===== src/rtl/stream_rr_arbiter_pkg.sv =====
// rtl/stream_rr_arbiter_pkg.sv - shared constants and width helper for the stream round-robin arbiter
package stream_rr_arbiter_pkg;

    localparam logic [0:0] ST_IDLE  = 1'b0;
    localparam logic [0:0] ST_GRANT = 1'b1;

    localparam int CNT_W = 32;

    // Index width that never collapses to zero bits for single-entry ranges.
    function automatic int idx_width(input int n);
        return (n > 1) ? $clog2(n) : 1;
    endfunction

endpackage


===== src/rtl/stream_rr_arbiter_rr_pick.sv =====
// rtl/stream_rr_arbiter_rr_pick.sv - first set request at or after a pointer, searched cyclically
module rr_pick
    import stream_rr_arbiter_pkg::*;
#(
    parameter int NUM_IN = 4,
    parameter int IDX_W  = idx_width(NUM_IN)
) (
    input  logic [NUM_IN-1:0] req_i,
    input  logic [IDX_W-1:0]  ptr_i,
    output logic [IDX_W-1:0]  idx_o,
    output logic              hit_o
);

    logic [IDX_W-1:0] cand;

    // Walk offsets from far to near so the nearest set request is the last to write.
    always_comb begin
        idx_o = '0;
        hit_o = 1'b0;
        cand  = '0;
        for (int k = NUM_IN - 1; k >= 0; k--) begin
            cand = IDX_W'((int'(ptr_i) + k) % NUM_IN);
            if (req_i[cand]) begin
                idx_o = cand;
                hit_o = 1'b1;
            end
        end
    end

endmodule


===== src/rtl/stream_rr_arbiter.sv =====
// rtl/stream_rr_arbiter.sv - round-robin merge of NUM_IN valid/ready streams with burst cap and profiling counters
module stream_rr_arbiter
    import stream_rr_arbiter_pkg::*;
#(
    parameter int NUM_IN       = 4,
    parameter int PAYLOAD_BITS = 128,
    parameter int MAX_BURST    = 8
) (
    input  logic                             clk,
    input  logic                             rst_n,
    input  logic [NUM_IN*PAYLOAD_BITS-1:0]   din,
    input  logic [NUM_IN-1:0]                val_in,
    output logic [NUM_IN-1:0]                ready_upward,
    output logic [PAYLOAD_BITS-1:0]          dout,
    output logic [idx_width(NUM_IN)-1:0]     src_id,
    output logic                             val_out,
    input  logic                             ready_downward,
    input  logic                             clear_cnt,
    output logic [CNT_W-1:0]                 xfer_cnt,
    output logic [CNT_W-1:0]                 stall_cnt
);

    localparam int IDX_W   = idx_width(NUM_IN);
    localparam int BURST_W = idx_width(MAX_BURST);

    logic [0:0]              state_q, state_d;
    logic [IDX_W-1:0]        grant_q, grant_d;
    logic [IDX_W-1:0]        rr_ptr_q, rr_ptr_d;
    logic [BURST_W-1:0]      burst_q, burst_d;
    logic [PAYLOAD_BITS-1:0] dout_q;
    logic [IDX_W-1:0]        src_q;
    logic                    val_q;
    logic [CNT_W-1:0]        xfer_q, stall_q;

    logic [PAYLOAD_BITS-1:0] din_arr [NUM_IN];
    logic [IDX_W-1:0]        pick_idx, next_ptr;
    logic                    pick_hit, grant_ready, in_xfer, last_beat;

    for (genvar i = 0; i < NUM_IN; i++) begin : g_unpack
        assign din_arr[i] = din[i*PAYLOAD_BITS +: PAYLOAD_BITS];
    end

    rr_pick #(
        .NUM_IN (NUM_IN),
        .IDX_W  (IDX_W)
    ) u_pick (
        .req_i  (val_in),
        .ptr_i  (rr_ptr_q),
        .idx_o  (pick_idx),
        .hit_o  (pick_hit)
    );

    // The output register can take a new beat when empty or draining this cycle.
    assign grant_ready = ~val_q | ready_downward;
    assign in_xfer     = (state_q == ST_GRANT) & val_in[grant_q] & grant_ready;
    assign last_beat   = (burst_q == BURST_W'(MAX_BURST - 1));
    assign next_ptr    = (grant_q == IDX_W'(NUM_IN - 1)) ? '0 : grant_q + IDX_W'(1);

    always_comb begin
        ready_upward = '0;
        if (state_q == ST_GRANT) begin
            ready_upward[grant_q] = grant_ready;
        end
    end

    always_comb begin
        state_d  = state_q;
        grant_d  = grant_q;
        rr_ptr_d = rr_ptr_q;
        burst_d  = burst_q;
        if (state_q == ST_IDLE) begin
            if (pick_hit) begin
                grant_d = pick_idx;
                burst_d = '0;
                state_d = ST_GRANT;
            end
        end else begin
            if (in_xfer) begin
                burst_d = burst_q + BURST_W'(1);
            end
            // A blocked output with the requester still valid falls through and holds everything.
            if ((in_xfer && last_beat) || !val_in[grant_q]) begin
                state_d  = ST_IDLE;
                rr_ptr_d = next_ptr;
                burst_d  = '0;
            end
        end
    end

    always_ff @(posedge clk or negedge rst_n) begin
        if (!rst_n) begin
            state_q  <= ST_IDLE;
            grant_q  <= '0;
            rr_ptr_q <= '0;
            burst_q  <= '0;
        end else begin
            state_q  <= state_d;
            grant_q  <= grant_d;
            rr_ptr_q <= rr_ptr_d;
            burst_q  <= burst_d;
        end
    end

    always_ff @(posedge clk or negedge rst_n) begin
        if (!rst_n) begin
            dout_q <= '0;
            src_q  <= '0;
            val_q  <= 1'b0;
        end else if (in_xfer) begin
            dout_q <= din_arr[grant_q];
            src_q  <= grant_q;
            val_q  <= 1'b1;
        end else if (ready_downward) begin
            val_q  <= 1'b0;
        end
    end

    always_ff @(posedge clk or negedge rst_n) begin
        if (!rst_n) begin
            xfer_q  <= '0;
            stall_q <= '0;
        end else if (clear_cnt) begin
            xfer_q  <= '0;
            stall_q <= '0;
        end else begin
            if (val_q && ready_downward) begin
                xfer_q <= xfer_q + CNT_W'(1);
            end
            if (val_q && !ready_downward) begin
                stall_q <= stall_q + CNT_W'(1);
            end
        end
    end

    assign dout      = dout_q;
    assign src_id    = src_q;
    assign val_out   = val_q;
    assign xfer_cnt  = xfer_q;
    assign stall_cnt = stall_q;

endmodule


===== config.mk =====
export PLATFORM = sky130hd
export DESIGN_NAME = stream_rr_arbiter
export DESIGN_NICKNAME = d
export VERILOG_FILES = /design/src/rtl/stream_rr_arbiter_pkg.sv /design/src/rtl/stream_rr_arbiter_rr_pick.sv /design/src/rtl/stream_rr_arbiter.sv
export SDC_FILE = /design/constraint.sdc
export NUM_CORES = 1
export LEC_CHECK = 0
export ABC_CLOCK_PERIOD_IN_PS = 2200
export CORE_AREA = 8 8 276 278
export CTS_CLUSTER_DIAMETER = 100
export DETAILED_ROUTE_END_ITERATION = 10
export DIE_AREA = 0 0 284 286
export MAX_ROUTING_LAYER = met4
export PLACE_DENSITY = 0.48
export RECOVER_POWER = 50
export SYNTH_ARGS = -nofsm -noshare
export SYNTH_HDL_FRONTEND = slang
export SYNTH_SLANG_ARGS = --single-unit
export TNS_END_PERCENT = 100

===== constraint.sdc =====
create_clock -name clk -period 2.2 [get_ports clk]
set_input_delay 0.33 -clock clk [delete_from_list [all_inputs] [get_ports clk]]
set_output_delay 0.33 -clock clk [all_outputs]
set_load 0.02 [all_outputs]

==> key figures <==
Critical path
  – R2r worst-path depth: 6
  – R2R Path End: dout[105]
  – Critical Path End Type: flip-flop
  – Worst path required time: 2630 ps
  – Setup crit end: dout[105]
  – Worst Setup SP: grant_q[0]
  – Maximum fanout along the worst path: 28
  – CP startpoint kind: flip-flop
  – Reg2Reg Launch Point: grant_q[0]
  – Critical Path AT: 2580 ps
  – R2R setup slack: 50 ps
  – CP Class: reg2reg

Place
  – Dpl cell area: 20700 um^2
  – Hpwl dp: 52700 um
  – Gpl congestion: 0.892
  – Input/output buffers: 718

Routing
  – Met1 wire length: 24700 um
  – Drt first pass iters: 5
  – Iteration-0 DRC Markers: 652
  – DR WL met3: 3920 um
  – WL/cell: 23.7 um
  – Final WL: 61800 um
  – DRT antenna net count: 0
  – Vias: 10900
  – Post-route DRC: 0
  – Highest Signal Layer: met4
  – Met2 WL post-DR: 32100 um
  – Vias per cell: 4.17

Global route
  – All-layer global routing usage: 0.148
  – GR Overflow Total: 0
  – Number of global-route vias before repair: 12000
  – Largest net degree at the start of global routing: 77
  – First-pass GRT wire length: 86800 um
  – Antenna violations before repair: 13

Synthesis
  – Number of flops mapped to enable cells by yosys: 0
  – Post-synth top area cell: dfrtp_1
  – Synth top area share: 0.430
  – Most frequent cell after synthesis: dfrtp_1
  – #FFs+latches synth: 203
  – Seq/Total Area, Yosys: 0.430
  – Async set-or-reset flop fraction in the synthesized netlist: 1.00
  – Area contributors post-synth: dfrtp_1 43%, mux4_2 25%, mux2_2 14%
  – Top post-synthesis cells by count: 203 x dfrtp_1, 144 x mux2_2, 129 x mux4_2
  – Top_reg_cell synth: dfrtp_1
  – Synthesized instance count: 859
  – Mapped cell area: 11800 um^2
  – Synth Net Count: 1387
  – Post-synth cell types: 42
  – Yosys warning count: 0
  – Avg Inst Size Synth: 13.8 um^2

Die
  – Core ar.: 72100 um^2
  – Die W: 284 um
  – Die height: 286 um
  – Starting density of the core: 0.164
  – Io pins: 719
  – Die ar.: 81200 um^2
  – Rows: 99

STA
  – Final cycle utilization of the critical path: 0.976
  – Worst-Margin Slew: 1320 ps
  – Clock Skews: 12.1 ps
  – Worst relative slew slack: 0.119
  – Setup TNS: 0 ps
  – Hold violation count in the final report: 0
  – RSZ-0062 raised after global routing: yes
  – Endpoints failing setup: 0
  – Slew Viols, Final: 0
  – Final min period: 2150 ps
  – Max Clock Freq: 466 MHz

Power and ir drop
  – Switch Pwr: 9.02 mW
  – Leakage: 8.13 nW
  – PwrDens: 1130 nW/um^2
  – P_int: 15.4 mW
  – Clock share of power: 0.180
  – Combinational Power Share: 0.577
  – Sw frac: 0.369
  – Total chip power: 24.4 mW
  – Seq pwr share: 0.243
  – Worst vdd ir: 0.540 mV

Clock network
  – Clock transition at the registers of the reported paths: 60 ps
  – CTS root buffer: clkbuf_16
  – Worst skew pair latency: 550 ps
  – Maximum root-to-sink buffer count: 3
  – H-tree lvl count: 1
  – CTS buffer count: 27
  – CTS tree: done
  – CTS Sinks: 203

Cells and area
  – Fin nets: 2158
  – Final Cell Area: 21700 um^2
  – Layout cells sized above 1: 0.252
  – Synth-to-Final Area Change: 83.4%

Min path
  – Hold crit path type: in2reg

Outcome
  – Outcome: completed

Job
  – Max-cap violation count: 0
worst max-delay path, cell delays in order, from the launching register on:
cell	delay, ps
dfrtp_4	510
buf_4	160
mux4_2	480
nand3_4	170
buf_12	150
buf_16	190
mux2_2	350
power by group through the flow:
stage | logic, mW | clock network, mW | registers, mW
global route | 15.0 | 4.76 | 6.12
floorplan | 6.01 | 0 | 7.37
CTS | 14.4 | 4.62 | 5.95
global placement | 14.1 | 0 | 6.00
finish | 14.1 | 4.41 | 5.94
detailed placement | 14.2 | 0 | 6.03
state kept, by name (all words and copies together) (netlist names):
name / count
src_id: 2
state_q: 1
xfer_cnt: 32
stall_cnt: 32
dout: 128
val_out: 1
burst_q: 3
rr_ptr_q: 2
grant_q: 2
cell usage in the layout (no fill, tap or decap), types with 7 or more instances in the layout:
master / n
nor2b_1: 19
dfrtp_1: 200
inv_1: 16
o31ai_1: 14
or3_1: 12
or4_1: 14
mux2_2: 144
a21oi_1: 26
clkbuf_16: 29
nand2_1: 27
clkinv_2: 7
buf_4: 58
xnor2_1: 18
ha_1: 7
nor4_1: 16
clkbuf_1: 12
o21ai_0: 14
nand3_1: 20
mux4_2: 129
clkdlybuf4s50_1: 711
nand4_1: 11
nor2_1: 46
nor3_1: 12
buf_12: 14
metal layers:
layer,global-route usage,up-vias
li1,-,4898
met5,-,-
met3,0.0354,54
met2,0.257,421
met4,0.0273,0
met1,0.174,5514
cell type report:
cell class	instances	area [um^2]
inverters	18	67.6
well taps	959	1200
fillers	7344	50400
clock inverters	12	120
clock buffers	36	769
multi-input cells	573	6380
flip-flops and latches	203	5090
repair buffers	807	8050
diodes	4	10.0
worst min-delay path by stage:
| stage | start | to | slack, ps | depth (start not counted) |
|---|---|---|---|---|
| 4_1_cts | clear_cnt | stall_cnt[11] | 140 | 2 |
| 6_report | clear_cnt | stall_cnt[11] | 180 | 2 |
| 2_1_floorplan | rst_n | burst_q[0] | 30 | 0 |
| 3_3_place_gp | rst_n | stall_cnt[0] | 280 | 1 |
| 3_5_place_dp | rst_n | stall_cnt[21] | 280 | 1 |
| 5_1_grt | clear_cnt | stall_cnt[11] | 170 | 2 |
per-stage QoR:
step / hold WS, ps / util / std cells / setup WS [ps]
after detailed placement: 279 / 0.287 / 2550 / -331
final: 175 / 0.301 / 2612 / 53.2
after global routing: 174 / 0.301 / 2611 / -5.19
after floorplan: 34.4 / - / 859 / 37.2
after global placement: 284 / 0.287 / 2550 / -330
after CTS: 142 / 0.301 / 2606 / -32.8
cells by family after synthesis:
group | Yosys count | synth area share
AO/OA/AOI/OAI | 61 | 0.0302
AND/OR/NAND/NOR | 202 | 0.0942
adder cells (fa/ha/maj) | 8 | 0.00847
XOR/XNOR | 24 | 0.0178
buffers and inverters | 83 | 0.0322
multiplexers | 278 | 0.387
flip-flops | 203 | 0.430
what timing repair did:
action | CTS | global route
pin swaps | 0 | 1
hold endpoints to repair | 38 | 0
cloned | 0 | 2
setup endpoints to repair | 5 | 39
setup buffers | 7 | 0
gates resized for setup | 19 | 3
hold buffers | 1 | 0
No activity file was read; power rests on OpenSTA's default activity.
